[src/rtl/fp_wb_stage.sv]
// fp_wb_stage: FP result writeback buffer. Results from the FPU are NaN-boxed
// (singles) and queued in a small FIFO ahead of the FP register file, and the
// exception flags of each retired entry are ORed into a sticky fflags register.
// Optional build macro FP_WB_CANON_NAN_EN: when defined, NaN results are
// replaced by the canonical quiet NaN of their format before being queued.
module fp_wb_stage #(
  parameter int BUS_WIDTH = 64,
  parameter int DEPTH     = 2
) (
  input  logic                 clk,
  input  logic                 rst,
  input  logic                 in_valid,
  output logic                 in_ready,
  input  logic [BUS_WIDTH-1:0] in_data,
  input  logic                 in_fmt,
  input  logic [4:0]           in_rd,
  input  logic [4:0]           in_flags,
  output logic                 out_valid,
  input  logic                 out_ready,
  output logic [BUS_WIDTH-1:0] out_data,
  output logic [4:0]           out_rd,
  input  logic                 fflags_clr,
  output logic [4:0]           fflags
);

  localparam int PW = (DEPTH > 1) ? $clog2(DEPTH) : 1;
  localparam int CW = $clog2(DEPTH + 1);
  localparam logic [CW-1:0] FULL = CW'(DEPTH);

  logic [BUS_WIDTH-1:0] data_mem  [DEPTH];
  logic [4:0]           rd_mem    [DEPTH];
  logic [4:0]           flags_mem [DEPTH];

  logic [PW-1:0] wr_ptr;
  logic [PW-1:0] rd_ptr;
  logic [CW-1:0] count;
  logic          push;
  logic          pop;

  // Format a raw FPU result for the register file: NaN-box singles, and
  // optionally canonicalise NaNs.
  function automatic logic [BUS_WIDTH-1:0] wb_format(
    input logic [BUS_WIDTH-1:0] d,
    input logic                 fmt
  );
    logic [BUS_WIDTH-1:0] r;
    if (fmt) begin
      r = d;
`ifdef FP_WB_CANON_NAN_EN
      if (d[62:52] == 11'h7FF && d[51:0] != 52'd0)
        r = 64'h7FF8_0000_0000_0000;
`endif
    end else begin
      r = {32'hFFFF_FFFF, d[31:0]};
`ifdef FP_WB_CANON_NAN_EN
      if (d[30:23] == 8'hFF && d[22:0] != 23'd0)
        r = 64'hFFFF_FFFF_7FC0_0000;
`endif
    end
    return r;
  endfunction

  // Handshake decode; readiness depends only on registered occupancy.
  always_comb begin
    in_ready  = (count != FULL);
    out_valid = (count != '0);
    push      = in_valid & in_ready;
    pop       = out_valid & out_ready;
  end

  // Head entry is presented only while valid, so outputs read 0 out of reset.
  always_comb begin
    out_data = '0;
    out_rd   = '0;
    if (out_valid) begin
      out_data = data_mem[rd_ptr];
      out_rd   = rd_mem[rd_ptr];
    end
  end

  // Entry storage; written only on push, never reset.
  always_ff @(posedge clk) begin
    if (push) begin
      data_mem[wr_ptr]  <= wb_format(in_data, in_fmt);
      rd_mem[wr_ptr]    <= in_rd;
      flags_mem[wr_ptr] <= in_flags;
    end
  end

  // Pointers and occupancy; simultaneous push and pop leave count unchanged.
  always_ff @(posedge clk or posedge rst) begin
    if (rst) begin
      wr_ptr <= '0;
      rd_ptr <= '0;
      count  <= '0;
    end else begin
      if (push) wr_ptr <= (wr_ptr == PW'(DEPTH - 1)) ? '0 : wr_ptr + PW'(1);
      if (pop)  rd_ptr <= (rd_ptr == PW'(DEPTH - 1)) ? '0 : rd_ptr + PW'(1);
      case ({push, pop})
        2'b10:   count <= count + CW'(1);
        2'b01:   count <= count - CW'(1);
        default: count <= count;
      endcase
    end
  end

  // Sticky flags: a retiring entry wins over a same-cycle clear.
  always_ff @(posedge clk or posedge rst) begin
    if (rst) begin
      fflags <= '0;
    end else if (pop) begin
      fflags <= fflags_clr ? flags_mem[rd_ptr] : (fflags | flags_mem[rd_ptr]);
    end else if (fflags_clr) begin
      fflags <= '0;
    end
  end

endmodule

[config.mk]
export PLATFORM = sky130hd
export DESIGN_NAME = fp_wb_stage
export DESIGN_NICKNAME = d
export VERILOG_FILES = /design/src/rtl/fp_wb_stage.sv
export SDC_FILE = /design/constraint.sdc
export NUM_CORES = 1
export LEC_CHECK = 0
export ABC_CLOCK_PERIOD_IN_PS = 12300
export BUFFER_PORTS_ARGS = -buffer_cell sky130_fd_sc_hd__buf_2
export CORE_MARGIN = 8
export CORE_UTILIZATION = 50
export DETAILED_ROUTE_END_ITERATION = 7
export PLACE_DENSITY = 0.87
export SLEW_MARGIN = 20
export SYNTH_ARGS = -nofsm -noshare
export SYNTH_HDL_FRONTEND = slang
export SYNTH_SLANG_ARGS = --single-unit
export TNS_END_PERCENT = 1
[constraint.sdc]
create_clock -name clk -period 12.3 [get_ports clk]
set_input_delay 1.845 -clock clk [delete_from_list [all_inputs] [get_ports clk]]
set_output_delay 1.845 -clock clk [all_outputs]
set_load 0.01 [all_outputs]
## Yosys cells after proc, flatten, opt, wreduce, memory -nomap -nowiden

Memory sizes are Yosys's and may differ from the RTL's.
Cells that the tools add are included.

- Add/subtract/negate cells: 4
- Bitwise logic cells: 3
- Muxes and demuxes: 12
- Equality and inequality tests: 3
- Reductions and logical operators: 3

Operator list:

| cell | number |
|---|---|
| $mux 64 | 3 |
| $mux 5 | 4 |
| $reduce_bool 2->1 | 3 |
| $or 5x5->5 | 1 |
| $mux 1 | 4 |
| $pmux 2 s2 | 1 |
| $add 1x1->1 const B | 2 |
| $add 2x1->2 const B | 1 |
| $and 1x1->1 | 2 |
| $eq 2x1->1 const B | 1 |
| $eq 2x2->1 const B | 1 |
| $ne 2x2->1 const B | 1 |
| $sub 2x1->2 const B | 1 |

- Register bits after elaboration: 9
- Memories: 3
- Output and inout port bits: 76
- Logic and storage cells: 32
- Input bits: 80
- Memory bits (writable): 148

Memory list:

| name | words | width | rd ports | clocked after Yosys merged registers in | write ports | line | RTL |
|---|---|---|---|---|---|---|---|
| data_mem | 2 | 64 | 1 | 0 | 1 | 30 | `logic [BUS_WIDTH-1:0] data_mem [DEPTH];` |
| flags_mem | 2 | 5 | 1 | 0 | 1 | 32 | `logic [4:0] flags_mem [DEPTH];` |
| rd_mem | 2 | 5 | 1 | 0 | 1 | 31 | `logic [4:0] rd_mem [DEPTH];` |

## Depth between registers and ports, before layout

Gate-level depths: netlist of run 1.

- Depth in word-level cells: 4
- Mapped depth: 8
- Gate-level depth less buffers: 8

## Worst setup path after synthesis of run 1

Ideal clock, no wire load.

- Kind: input port to flip-flop
- From: input port in_valid
- To: memory data_mem[0][0], enable pin
- Buffers on the path: 0
- Stages: 2
- Library setup time: 0.507 ns
- Path slack: 6.763 ns
- Required time: 11.793 ns
- Arrival time: 5.031 ns
- Path through: nand2_1 > nor2_1

- Longest elaborated chain between the ends: 3

Ends and longest elaborated chain:

| what | line | RTL |
|---|---|---|
| from (decl) | 12 | `input logic in_valid,` |
| $and 1x1->1 | 67 | `push = in_valid & in_ready;` |
| $mux 1 | 83 | `if (push) begin` |
| $mux 1 (implied by the code) | 84 | `data_mem[wr_ptr] <= wb_format(in_data, in_fmt);` |
| to (decl) | 30 |  |

Every way passes these cells.

## Worst setup path in the final report of run 1

- From: register rd_ptr
- To: output port out_data[52]

- Longest elaborated chain between the ends: 2

Ends and longest elaborated chain:

| what | line | RTL |
|---|---|---|
| from (decl) | 35 | `logic [PW-1:0] rd_ptr;` |
| from (signal assigned) | 98 | `if (pop) rd_ptr <= (rd_ptr == PW'(DEPTH - 1)) ? '0 : rd_ptr + PW'(1);` |
| $mem_v2 2x64 | n/a |  |
| $mux 64 | 75 | `if (out_valid) begin` |
| to (decl) | 20 | `output logic [BUS_WIDTH-1:0] out_data,` |

Every way passes these cells.

==> results of run 1 <==
worst max-delay path by stage:
stage / to
final: out_data[52]
after global routing: out_data[59]
after CTS: out_data[52]
after detailed placement: out_data[52]
after global placement: out_data[52]
after floorplan: data_mem[0][0]
sequential cells by signal, indices dropped and copies added (netlist names):
name / flops
wr_ptr: 1
count: 2
flags_mem: 10
fflags: 5
data_mem: 128
rd_ptr: 1
rd_mem: 10
routing by layer:
layer | part of all wire [%] | up-vias | global-route usage [%] | routed length, um
met5 | 0.082 | - | 0 | 10
met4 | 1.8 | 2 | 7.063 | 226
met3 | 7.2 | 22 | 5.616 | 883
met2 | 52 | 124 | 27.03 | 6360
met1 | 39 | 1703 | 15.90 | 4772
li1 | - | 1678 | - | -
synth_stat cells:
| library cell | instances |
|---|---|
| buf_4 | 3 |
| buf_12 | 6 |
| inv_2 | 2 |
| nand2_2 | 1 |
| inv_1 | 6 |
| nand2_1 | 1 |
| xor2_1 | 1 |
| nor2_1 | 71 |
| clkbuf_1 | 3 |
| nand2b_1 | 33 |
| ha_1 | 1 |
| and3_1 | 1 |
| dfrtp_1 | 9 |
| edfxtp_1 | 148 |
| o22ai_1 | 5 |
| buf_6 | 2 |
| buf_1 | 3 |
| nor2_4 | 1 |
| xnor2_1 | 4 |
| buf_2 | 2 |
| mux2i_1 | 74 |
critical path: cells and delay by family (launching register included):
kind | cells | cell delay [ns]
multiplexers | 1 | 0.29
buffers and inverters | 2 | 0.82
AND/OR/NAND/NOR | 1 | 0.08
flip-flops | 1 | 0.85
per-stage QoR:
step | power [W] | setup slack, ns | hold slack, ns | area (um^2)
after floorplan | 0.001231 | 6.763 | 0.4608 | 6226
after global placement | 0.001401 | 8.413 | 0.5003 | 7053
after detailed placement | 0.001421 | 8.368 | 0.5156 | 7053
after CTS | 0.001916 | 7.916 | 0.5298 | 7612
after global routing | 0.001988 | 7.824 | 0.5501 | 7612
final | 0.001889 | 7.947 | 0.5273 | 7612
logic make-up after synthesis:
group | Yosys count | synth area share (%)
flip-flops | 157 | 75.00
multiplexers | 74 | 11.90
buffers and inverters | 27 | 3.658
AND/OR/NAND/NOR | 108 | 8.039
XOR/XNOR | 5 | 0.7033
adder cells (fa/ha/maj) | 1 | 0.2009
AO/OA/AOI/OAI | 5 | 0.5024
cell usage in the layout (no fill, tap or decap):
cell type and instances:
nand2b_1 33, clkbuf_16 17, nand2_1 1, buf_2 155, nand2_2 1, bufinv_16 2, clkinv_4 1, inv_1 6
xnor2_1 4, ha_1 1, dfrtp_1 8, inv_2 2, mux2i_1 74, clkinv_2 4, and3_4 1, clkinv_1 1
xor2_1 1, o22ai_1 5, edfxtp_1 148, nor2_1 70, clkbuf_1 3, buf_4 3, nor2_4 2, dfrtp_4 1
clkinvlp_4 4
area by class of cell:
cell class                      instances  area share, %
Clock buffer                           20          5.736
Clock inverter                         12          1.611
Inverter                                8         0.3945
Multi-Input combinational cell        193          17.62
Sequential cell                       157          61.39
Tap cell                              168          2.761
Timing Repair Buffer                  158          10.49
where the power goes:
part / internal [W] / total [W] / switching (W)
Clock: 0.000296 / 0.000494 / 0.000197
Sequential: 0.000730 / 0.000796 / 0.0000660
Combinational: 0.000242 / 0.000600 / 0.000358
==> flow_metrics.tcl, run 1 <==
set metrics [dict create \
    status "complete, no violations" \
    grt_pass1_vias 3892 \
    cp.arrival_ns 2.51 \
    area_delta_synth_final_pct 22.27 \
    multiInputGateArea_mm2 0.001341 \
    fin_cells 716 \
    post-place-cells 684 \
    crit_chain "buf_4 > mux2i_1 > nor2_1 > buf_2" \
    yosysSeqAreaShare_pct 75.00 \
    setup_violations 0 \
    drcViolationCount 0 \
    ctsResizeCount 0 \
    cts_tree "done" \
    fin_util_pct 63.11 \
    cts_buffers 17 \
    tns_ns 0 \
    grtUsageTotal_pct 15.30 \
    viasPerCell 4.929 \
    path_class "flop to primary output" \
    maxCapViolations 0 \
    wl_per_cell_um 17.11 \
    fin_skew_ns 0.007031 \
    r2r_setup_slack_ns 10.09 \
    synth.avg_cell_area_um2 16.51 \
    finalCritPeriodShare_pct 35.39 \
    syn_nets 458 \
    rr_startpoint "count[0]" \
    netlist_top_cells_area "edfxtp_1 (71%), mux2i_1 (12%), nor2_1 (4.3%)" \
    grt_pass1_wl_mm 18.99 \
    grt_setup_unrepaired "no" \
    ys_types 21 \
    drtIter0Drc 261 \
    diodes 0 \
    htree_levels 4 \
    clockBufferDepth 2 \
    die_w_um 127.6 \
    tightest_slew_ns 1.050 \
    clock_sinks 157 \
    wl_mm 12.25 \
    slowest_delay_ns 0.85 \
    startpoint "rd_ptr" \
    hp-class "flop to flop" \
    hold_end "fflags[4]" \
    startpoint_type "flop" \
    slew_headroom_pct 29.99 \
    top_level_ports 156 \
    powerDensity_mw_per_mm2 248.2 \
    hold_depth 2 \
    worstPathRequired_ns 10.45 \
    finalHoldViolCount 0 \
    cts.reportedPaths.clkPinSlew_ns 0.06 \
    syn_inst 377 \
    final_layout_size_suffix_gt1_share_pct 35.22 \
    num_rows 40 \
    dieHeight_um 127.6 \
    peakVddDrop_mv 0.1213 \
    cts_root_buffer "clkbuf_16" \
    fill_cells 911 \
    synth-seq-cells 157 \
    initial_core_util_pct 51.62 \
    synth_area_mm2 0.006226 \
    routabilityCongestion 0.6988 \
    r2r_end "count[1]" \
    leakage_nw 3.097 \
    r2r_cells 8 \
    post_cts_buffers 0 \
    dieArea_mm2 0.01628 \
    path_max_fanout 38 \
    seq_area_mm2 0.004673 \
    min_period_ns 4.353 \
    netlist.area_leader.share_pct 71.38 \
    yosysWarnings 0 \
    design.core.area_mm2 0.01206 \
    clk_latency_ns 0.41 \
    hp-start "flags_mem[1][4]" \
    drt-pass1-iter-count 4 \
    grt_max_degree 75 \
    ctsHoldBuffers 0 \
    dp_hpwl_mm 8.095 \
    port_buffers 155 \
    grt_antenna_before_repair 1 \
    max_freq_ghz 0.2297 \
    crit_slowest_cell "dfrtp_4" \
    final_antenna_net_count 0 \
    slew_viol_final 0 \
    synth_area_leader_cell "edfxtp_1" \
    nets 616 \
    grt_overflow_total 0 \
    endpoint_kind "primary output" \
    vias 3529 \
]
(Power assumes the default switching activity.)
==> run 2: changes to the inputs <==
--- a/config.mk
+++ b/config.mk
@@ -5,10 +5,10 @@
 export SDC_FILE = /design/constraint.sdc
 export NUM_CORES = 1
 export LEC_CHECK = 0
-export ABC_CLOCK_PERIOD_IN_PS = 12300
+export ABC_CLOCK_PERIOD_IN_PS = 3750
 export BUFFER_PORTS_ARGS = -buffer_cell sky130_fd_sc_hd__buf_2
 export CORE_MARGIN = 8
-export CORE_UTILIZATION = 50
+export CORE_UTILIZATION = 48
 export DETAILED_ROUTE_END_ITERATION = 7
 export PLACE_DENSITY = 0.87
 export SLEW_MARGIN = 20
==> constraint.sdc (replaced) <==
create_clock -name clk -period 3.75 [get_ports clk]
set_input_delay 0.5625 -clock clk [delete_from_list [all_inputs] [get_ports clk]]
set_output_delay 0.5625 -clock clk [all_outputs]
set_load 0.01 [all_outputs]
==> run 2 against run 1 <==
Die area grew 3.6%. Combinational power rose to 3.4 times the previous value. Non-clock buffer count grew 2. Sequential power grew to 3.3 times the previous value. Count of clock-buffer cells in the layout up 2. Clock power rose to 3.7 times the previous value. Critical path depth unchanged. Hold slack worse by 0.42 ns. Final cell count is 0.84% higher. Design area rose by 1.6%.
==> flow_metrics.tcl, run 2 (synthesis results as in run 1) <==
set metrics [dict create \
    post-place-cells 690 \
    post_cts_buffers 0 \
    num_rows 41 \
    drtIter0Drc 204 \
    status "complete, no violations" \
    slew_headroom_pct 32.84 \
    max_freq_ghz 0.3624 \
    endpoint_kind "primary output" \
    final_cell_mix "buf_2 (155), edfxtp_1 (148), mux2i_1 (74)" \
    cts_root_buffer "clkbuf_16" \
    top_level_ports 156 \
    fill_cells 997 \
    fin_cells 722 \
    finalCritPeriodShare_pct 73.58 \
    tightest_slew_ns 1.007 \
    slowest_delay_ns 0.83 \
    hp-class "input pin to async pin" \
    multiInputGateArea_mm2 0.001341 \
    leakage_nw 3.158 \
    drcViolationCount 0 \
    final_antenna_net_count 0 \
    grt_max_degree 75 \
    ctsHoldBuffers 0 \
    dp_hpwl_mm 8.318 \
    design.core.area_mm2 0.01262 \
    ctsResizeCount 0 \
    viasPerCell 4.849 \
    setup_violations 0 \
    crit_slowest_cell "dfrtp_4" \
    clock_sinks 157 \
    reg_top3 "data_mem: 128 flops, flags_mem: 10 flops, rd_mem: 10 flops" \
    layout_commonest_cell "buf_2" \
    initial_core_util_pct 49.34 \
    min_period_ns 2.759 \
    cts.reportedPaths.clkPinSlew_ns 0.06 \
    grt_setup_unrepaired "no" \
    clk_latency_ns 0.40 \
    grt_antenna_before_repair 1 \
    slew_viol_final 0 \
    wl_per_cell_um 17.05 \
    startpoint_type "flop" \
    fin_skew_ns 0.004452 \
    grt_pass1_wl_mm 19.16 \
    cts_buffers 17 \
    top_register "data_mem" \
    maxCapViolations 0 \
    routabilityCongestion 0.7029 \
    vias 3501 \
    dieHeight_um 129.9 \
    finalHoldViolCount 0 \
    diodes 0 \
    htree_levels 4 \
    final_layout_size_suffix_gt1_share_pct 35.64 \
    clockBufferDepth 2 \
    crit_chain "buf_4 > mux2i_1 > nor2_1 > buf_2" \
    powerDensity_mw_per_mm2 835.6 \
    grt_overflow_total 0 \
    wl_mm 12.31 \
    path_max_fanout 35 \
    tns_ns 0 \
    area_delta_synth_final_pct 24.22 \
    grtUsageTotal_pct 14.95 \
    seq_area_mm2 0.004673 \
    largest_reg_flops 128 \
    drt-pass1-iter-count 4 \
    port_buffers 155 \
    nets 618 \
    peakVddDrop_mv 0.3357 \
    worstPathRequired_ns 3.19 \
    die_w_um 129.9 \
    path_class "flop to primary output" \
    cp.arrival_ns 2.20 \
    grt_pass1_vias 3815 \
    dieArea_mm2 0.01687 \
    cts_tree "done" \
]
==> run 2: final timing paths <==
path                            startpoint              end  slack (ns)  cells past startpoint
min                                    rst        fflags[2]        0.11                      2
max reg2reg                       count[0]  data_mem[0][59]        1.76                      4
min reg2reg                flags_mem[0][0]        fflags[0]        0.52                      2
max in group asynchronous              rst           rd_ptr        3.37                      2
max                                 rd_ptr     out_data[52]        0.99                      4
min in group clk                in_data[5]   data_mem[0][5]        0.35                      1
==> run 2: report_power, final <==
group	switching, W	total [W]	internal (W)	leakage [nW]
sequential	0.000215	0.00261	0.00239	1.45
clock	0.000634	0.00185	0.00122	0.311
combinational	0.00119	0.00201	0.000816	1.40
total	0.00204	0.00646	0.00442	3.16
==> run 2: cell type report <==
cell class | count | share of cell area, %
Sequential cell | 157 | 60.43
Multi-Input combinational cell | 193 | 17.34
Timing Repair Buffer | 160 | 10.68
Clock buffer | 22 | 6.002
Tap cell | 172 | 2.783
Clock inverter | 10 | 2.378
Inverter | 8 | 0.3883
==> run 2: metal layers <==
layer  track usage (%)  share of wire, %
met5                 0             0.081
met1             16.61                40
met3             5.916               7.1
met2             26.03                51
met4             4.372              0.90
==> run 2: stage by stage <==
stage / hold slack [ns] / power, W / instance area [um^2] / util, % / worst slack (ns)
global placement: 0.5078 / 0.004624 / 7086 / 56.15 / 1.437
detailed placement: 0.5119 / 0.004692 / 7086 / 56.15 / 1.377
global route: 0.1179 / 0.006821 / 7734 / 61.28 / 0.8402
floorplan: 0.3904 / 0.004027 / 6228 / - / 0.6300
CTS: 0.1034 / 0.006550 / 7734 / 61.28 / 0.9405
finish: 0.1114 / 0.006463 / 7734 / 61.28 / 0.9907
==> run 2: critical path, delay by kind of cell, from the launching register on <==
family,cells,cell delay (ns)
flops,1,0.83
buf+inv,2,0.61
mux,1,0.27
simple gates,1,0.06
